## config.mk

```make
export PLATFORM = sky130hd
export DESIGN_NAME = wb_arbiter
export DESIGN_NICKNAME = d
export VERILOG_FILES = /design/src/rtl/wb_pkg.sv /design/src/rtl/wb_md_fifo.sv /design/src/rtl/wb_arbiter.sv
export SDC_FILE = /design/constraint.sdc
export NUM_CORES = 1
export LEC_CHECK = 0
export CAP_MARGIN = 0
export CORE_ASPECT_RATIO = 0.8
export CORE_MARGIN = 3
export CORE_UTILIZATION = 45
export CTS_BUF_LIST = sky130_fd_sc_hd__clkbuf_16
export DETAILED_ROUTE_END_ITERATION = 8
export HOLD_SLACK_MARGIN = 0.12
export PLACE_DENSITY = 0.72
export SLEW_MARGIN = 10
export SYNTH_ARGS = -nofsm -noshare
export SYNTH_HDL_FRONTEND = slang
export SYNTH_SLANG_ARGS = --single-unit
```

## constraint.sdc

```tcl
create_clock -name clock -period 2.1 [get_ports clock]
set_input_delay 0.42 -clock clock [delete_from_list [all_inputs] [get_ports clock]]
set_output_delay 0.42 -clock clock [all_outputs]
set_load 0.02 [all_outputs]
```

## src/rtl/wb_pkg.sv

```systemverilog
// rtl/wb_pkg.sv - shared widths and result entry type for the writeback arbiter
package wb_pkg;

  localparam int REG_ADDR_W = 5;
  localparam int DATA_W     = 32;
  localparam int NUM_REGS   = 32;

  typedef struct packed {
    logic [REG_ADDR_W-1:0] rd;
    logic [DATA_W-1:0]     data;
  } wb_entry_t;

endpackage

```

## src/rtl/wb_md_fifo.sv

```systemverilog
// rtl/wb_md_fifo.sv - synchronous FIFO of mult/div results with count, full and empty
module wb_md_fifo
  import wb_pkg::*;
#(
  parameter int DEPTH = 2,
  localparam int CNT_W = $clog2(DEPTH) + 1
) (
  input  logic             clock,
  input  logic             ctrl_reset,
  input  logic             push,
  input  wb_entry_t        push_entry,
  input  logic             pop,
  output wb_entry_t        pop_entry,
  output logic [CNT_W-1:0] count,
  output logic             full,
  output logic             empty
);

  localparam int PTR_W = $clog2(DEPTH);

  wb_entry_t        mem_q [DEPTH];
  wb_entry_t        mem_d [DEPTH];
  logic [PTR_W-1:0] wr_ptr_q, wr_ptr_d;
  logic [PTR_W-1:0] rd_ptr_q, rd_ptr_d;
  logic [CNT_W-1:0] count_q, count_d;
  logic             do_push;
  logic             do_pop;

  assign full      = (count_q == CNT_W'(DEPTH));
  assign empty     = (count_q == '0);
  assign count     = count_q;
  assign pop_entry = mem_q[rd_ptr_q];
  assign do_push   = push && !full;
  assign do_pop    = pop && !empty;

  // Next storage, pointers and occupancy; DEPTH is a power of 2 so pointers wrap naturally
  always_comb begin
    mem_d    = mem_q;
    wr_ptr_d = wr_ptr_q;
    rd_ptr_d = rd_ptr_q;
    count_d  = count_q;
    if (do_push) begin
      mem_d[wr_ptr_q] = push_entry;
      wr_ptr_d        = wr_ptr_q + PTR_W'(1);
    end
    if (do_pop) begin
      rd_ptr_d = rd_ptr_q + PTR_W'(1);
    end
    case ({do_push, do_pop})
      2'b10:   count_d = count_q + CNT_W'(1);
      2'b01:   count_d = count_q - CNT_W'(1);
      default: count_d = count_q;
    endcase
  end

  // FIFO state registers; reset empties the queue
  always_ff @(posedge clock or negedge ctrl_reset) begin
    if (!ctrl_reset) begin
      for (int i = 0; i < DEPTH; i++) begin
        mem_q[i] <= '0;
      end
      wr_ptr_q <= '0;
      rd_ptr_q <= '0;
      count_q  <= '0;
    end else begin
      mem_q    <= mem_d;
      wr_ptr_q <= wr_ptr_d;
      rd_ptr_q <= rd_ptr_d;
      count_q  <= count_d;
    end
  end

endmodule

```

## src/rtl/wb_arbiter.sv

```systemverilog
// rtl/wb_arbiter.sv - writeback arbiter merging pipeline and mult/div results; WB_BYPASS_EN adds byp_* forwarding outputs
module wb_arbiter
  import wb_pkg::*;
#(
  parameter int MD_DEPTH     = 2,
  parameter int STARVE_LIMIT = 4
) (
  input  logic                  clock,
  input  logic                  ctrl_reset,
  input  logic                  pipe_valid,
  input  logic [REG_ADDR_W-1:0] pipe_rd,
  input  logic [DATA_W-1:0]     pipe_data,
  output logic                  pipe_stall,
  input  logic                  md_valid,
  input  logic [REG_ADDR_W-1:0] md_rd,
  input  logic [DATA_W-1:0]     md_data,
  output logic                  md_ready,
  input  logic                  issue_md_valid,
  input  logic [REG_ADDR_W-1:0] issue_md_rd,
  output logic [NUM_REGS-1:0]   busy_mask,
  output logic                  ctrl_writeEn,
  output logic [REG_ADDR_W-1:0] ctrl_writeReg,
  output logic [DATA_W-1:0]     data_writeReg
`ifdef WB_BYPASS_EN
  ,
  output logic                  byp_valid,
  output logic [REG_ADDR_W-1:0] byp_rd,
  output logic [DATA_W-1:0]     byp_data
`endif
);

  localparam int CNT_W    = $clog2(MD_DEPTH) + 1;
  localparam int STARVE_W = $clog2(STARVE_LIMIT + 1);

  wb_entry_t             md_entry;
  wb_entry_t             head_entry;
  wb_entry_t             sel_entry;
  logic                  sel_valid;
  logic                  md_push;
  logic                  md_pop;
  logic                  fifo_full;
  logic                  fifo_empty;
  logic [CNT_W-1:0]      fifo_count;
  logic [STARVE_W-1:0]   starve_q, starve_d;
  logic [NUM_REGS-1:0]   busy_q, busy_d;
  logic                  wen_q, wen_d;
  logic [REG_ADDR_W-1:0] wreg_q, wreg_d;
  logic [DATA_W-1:0]     wdata_q, wdata_d;

  assign md_entry  = {md_rd, md_data};
  assign md_ready  = !fifo_full;
  assign md_push   = md_valid && md_ready;

  assign busy_mask     = busy_q;
  assign ctrl_writeEn  = wen_q;
  assign ctrl_writeReg = wreg_q;
  assign data_writeReg = wdata_q;

  wb_md_fifo #(
    .DEPTH (MD_DEPTH)
  ) u_md_fifo (
    .clock      (clock),
    .ctrl_reset (ctrl_reset),
    .push       (md_push),
    .push_entry (md_entry),
    .pop        (md_pop),
    .pop_entry  (head_entry),
    .count      (fifo_count),
    .full       (fifo_full),
    .empty      (fifo_empty)
  );

  // Select this cycle's writer: pipeline by default, FIFO head when the pipe is idle or the head has starved
  always_comb begin
    md_pop     = 1'b0;
    sel_valid  = 1'b0;
    sel_entry  = {pipe_rd, pipe_data};
    pipe_stall = 1'b0;
    if (!fifo_empty && (!pipe_valid || (starve_q == STARVE_W'(STARVE_LIMIT)))) begin
      md_pop     = 1'b1;
      sel_valid  = 1'b1;
      sel_entry  = head_entry;
      pipe_stall = pipe_valid;
    end else if (pipe_valid) begin
      sel_valid = 1'b1;
    end
  end

  // Count cycles a waiting head loses to the pipeline; saturates at the preemption threshold
  always_comb begin
    starve_d = starve_q;
    if (fifo_empty || md_pop) begin
      starve_d = '0;
    end else if (pipe_valid && (starve_q != STARVE_W'(STARVE_LIMIT))) begin
      starve_d = starve_q + STARVE_W'(1);
    end
  end

  // Register the selected entry; $0 results are consumed without a write, address/data hold when idle
  always_comb begin
    wen_d   = sel_valid && (sel_entry.rd != '0);
    wreg_d  = wreg_q;
    wdata_d = wdata_q;
    if (sel_valid) begin
      wreg_d  = sel_entry.rd;
      wdata_d = sel_entry.data;
    end
  end

  // Pending mult/div destinations: pop clears, issue sets (set wins), $0 never busy
  always_comb begin
    busy_d = busy_q;
    if (md_pop) begin
      busy_d[head_entry.rd] = 1'b0;
    end
    if (issue_md_valid && (issue_md_rd != '0)) begin
      busy_d[issue_md_rd] = 1'b1;
    end
    busy_d[0] = 1'b0;
  end

  // State registers for starve counter, scoreboard and regfile write port
  always_ff @(posedge clock or negedge ctrl_reset) begin
    if (!ctrl_reset) begin
      starve_q <= '0;
      busy_q   <= '0;
      wen_q    <= 1'b0;
      wreg_q   <= '0;
      wdata_q  <= '0;
    end else begin
      starve_q <= starve_d;
      busy_q   <= busy_d;
      wen_q    <= wen_d;
      wreg_q   <= wreg_d;
      wdata_q  <= wdata_d;
    end
  end

`ifdef WB_BYPASS_EN
  assign byp_valid = sel_valid && (sel_entry.rd != '0);
  assign byp_rd    = sel_entry.rd;
  assign byp_data  = sel_entry.data;
`endif

  // Decode stalls on busy registers, so the pipeline never writes a pending mult/div destination
  a_pipe_rd_not_busy: assert property (@(posedge clock) disable iff (!ctrl_reset)
    !(pipe_valid && (pipe_rd != '0) && busy_q[pipe_rd]));

  a_fifo_count_bound: assert property (@(posedge clock) disable iff (!ctrl_reset)
    fifo_count <= CNT_W'(MD_DEPTH));

endmodule

```

==> results of run 1 <==
-- where the power goes --
| part | total, mW | switching (mW) | internal [mW] | leakage, nW |
|---|---|---|---|---|
| clock network | 3.08 | 1.13 | 1.95 | 0.302 |
| logic | 6.81 | 3.58 | 3.23 | 1.93 |
| registers | 4.95 | 0.843 | 4.11 | 1.69 |
-- cells by family (layout without fill, tap and decap cells) --
family,Yosys count,count (layout),share of synthesized area [%]
other,1,1,0.0523
AND/OR/NAND/NOR,92,92,6.99
flip-flops,150,150,52.3
XOR/XNOR,5,5,0.610
AO/OA/AOI/OAI,168,168,17.1
adder cells (fa/ha/maj),3,3,0.523
buffers and inverters,61,236,4.39
multiplexers,117,117,18.0
-- per-layer routing --
layer  global-route usage (%)  vias to the layer above  wire, µm
met2                     36.5                      283      9790
met4                     9.49                        0       447
met5                        0                        -         0
li1                         -                     2589         -
met3                     6.01                       40      1390
met1                     30.7                     2884      8690
-- final cells by class --
cell class / count / share of cell area, %
multi-input cells: 386 / 32.4
clock inverters: 15 / 1.76
flip-flops and latches: 150 / 38.8
well taps: 210 / 2.71
repair buffers: 194 / 19.6
inverters: 10 / 0.388
clock buffers: 17 / 4.39
-- state kept, by name, summed over array words and instances, names as in the netlist --
register,count
u_md_fifo.mem_q,74
data_writeReg,32
busy_mask,31
ctrl_writeReg,5
starve_q,3
u_md_fifo.count,2
ctrl_writeEn,1
u_md_fifo.rd_ptr_q,1
u_md_fifo.wr_ptr_q,1
-- per-stage QoR --
| step | TNS (ns) | std cells | power (mW) |
|---|---|---|---|
| 2_1_floorplan | 0 | 597 | 9.18 |
| 3_3_place_gp | -2.91 | 947 | 11.3 |
| 3_5_place_dp | -3.12 | 947 | 11.6 |
| 4_1_cts | 0 | 980 | 14.8 |
| 5_1_grt | -0.0365 | 982 | 15.6 |
| 6_report | 0 | 982 | 14.8 |
-- what timing repair did --
action	4_1_cts	5_1_grt
gates cloned	0	0
hold buffers	1	0
pin swaps	0	1
hold endpoints to repair	39	0
buffers inserted	0	2
gates resized for setup	14	0
setup endpoints to repair	2	1
-- cell usage in the layout (no fill, tap or decap), types with 4 or more instances in the layout --
master,synthesis,final
o41ai_1,24,24
mux2i_1,35,35
buf_12,0,4
bufinv_16,0,4
dfrtp_1,150,149
nand3_1,24,24
clkbuf_16,0,17
o211ai_1,79,79
nand2_1,38,38
clkdlybuf4s50_1,0,151
mux2_2,72,72
a22oi_1,31,31
mux2_1,4,4
o21ai_0,28,28
and3b_1,6,5
buf_4,4,35
inv_1,10,10
nor3b_1,5,5
clkinv_2,0,4
xnor2_1,4,4
-- path summary, 6_finish.rpt --
check	startpoint	endpoint	slack, ns	cells past startpoint
setup / recovery	starve_q[1]	pipe_stall	0.03	7
setup reg to reg	u_md_fifo.rd_ptr_q	busy_mask[4]	0.31	4
max in group asynchronous	ctrl_reset	u_md_fifo.rd_ptr_q	1.01	3
hold reg to reg	u_md_fifo.mem_q[8]	u_md_fifo.mem_q[8]	0.50	1
hold / removal	ctrl_reset	u_md_fifo.mem_q[43]	0.49	2
min in group clock	u_md_fifo.mem_q[8]	u_md_fifo.mem_q[8]	0.50	1
==> results.md, run 1 <==
* Outcome: completed
* Critical Path AT at 1.65 ns
* Initial antenna violation count at 0
* Worst path slowest cell: dfrtp_1
* Crit path launch type: flop
* Crit-path leading delay family: flip-flops
* Warning count from the yosys run at 0
* Clk sinks at 150
* Drt first pass iters at 6
* Port Buf Inserts at 154
* Tmin final at 2.07 ns
* RD Place Congestion at 0.868
* Die height at 119 µm
* Grt ovf at 0
* Fillers at 1205
* Worst Setup End Kind: primary output
* Top cell by count, worst path: inv_2
* Yosys top cell area share at 52.3%
* Count leader, synth: dfrtp_1
* Final-report max-slew violation count at 0
* Area of the multi-input gates at 0.00314 mm²
* Slew HR at 50.4%
* Share of post-route cells with drive strength above 1 at 20.6%
* Placed inst area at 0.00904 mm²
* Synth top area cells: dfrtp_1, mux2_2, o211ai_1
* Post-route DRC at 0
* Tcrit/Tclk final at 98.8%
* Worst EP required at 1.68 ns
* Flops & latches, synth at 150
* DR iter-0 viols at 524
* HPWL after detailed placement at 13.6 mm
* Gate count of the mapped netlist at 597
* FMAX at 482 MHz
* Main synth FF type: dfrtp_1
* Final core occ at 63.2%
* Antenna viol nets, final at 0
* Syn_area_per_cell at 12.0 µm²
* Post-route cell area at 0.00968 mm²
* Setup slack at placement at -0.446 ns
* Global Route Usage Sum at 23.2%
* # rows at 40
* Total die area at 0.0175 mm²
* Crit Path Max Fanout at 2
* Clock H-tree levels at 4
* Final setup margin at 0.0253 ns
* EDFF count, synth at 0
* Top cells by count, synth: dfrtp_1, o211ai_1, mux2_2
* TritonCTS clock tree: yes
* Via count at 5796
* Syn Nets at 684
* Layout net count at 846
* Max-Cap Viols at 0
* Worst Setup Path Type: reg -> out
* Antenna cell count at 0
* Leakage power at 3.92 nW
* WP buf/inv at 3
* Sequential cell area fraction in the yosys report at 52.3%
* Hold Path Class: in -> async
* WL final at 20.3 mm
* Largest net degree at the start of global routing at 66
* Maximum vdd drop at 0.000821 V
* Worst-Skew Late Latency at 0.42 ns
* Crit path cell chain: inv_2 > ha_4 > a21boi_4 > or2_4 > inv_2 > and2_4 > buf_6
* Avg WL per Cell at 20.7 µm
* Routed vias/inst at 5.90
* Asr flop ratio synth at 100%
* Die Span X at 147 µm
* WHS at 0.485 ns
* Final number of hold-violating endpoints at 0
* CTS clk-pin slew, worst paths at 0.06 ns
* TritonCTS buffer count at 17
* Area Overhead vs Synth at 34.9%
* Core area at 0.0153 mm²
* First-pass GRT wire length at 32.3 mm
* Area leader, netlist: dfrtp_1
* Mapped Area at 0.00718 mm²
* Io pins at 156
* RSZ-0062 raised after global routing: true
* Starting Density at 46.9%
* Distinct cells, synth at 41
* Critical path's largest stage delay at 0.40 ns
* Clk_skew at 0.0108 ns
* Final setup vio count at 0
* Register area at 0.00375 mm²
* CTS max path bufs at 2
* Root Buffer: clkbuf_16
* Worst-Margin Slew at 0.745 ns
* Number of global-route vias before repair at 6103
* PwrDens at 1530 mW/mm²
No activity file was read; power rests on OpenSTA's default activity.
==> run 2, diff against run 1 <==
- HOLD_SLACK_MARGIN: 0.12 -> 0.06
==> results of run 2 <==
The final DEF is identical to that of run 1; final timing and power are the same.
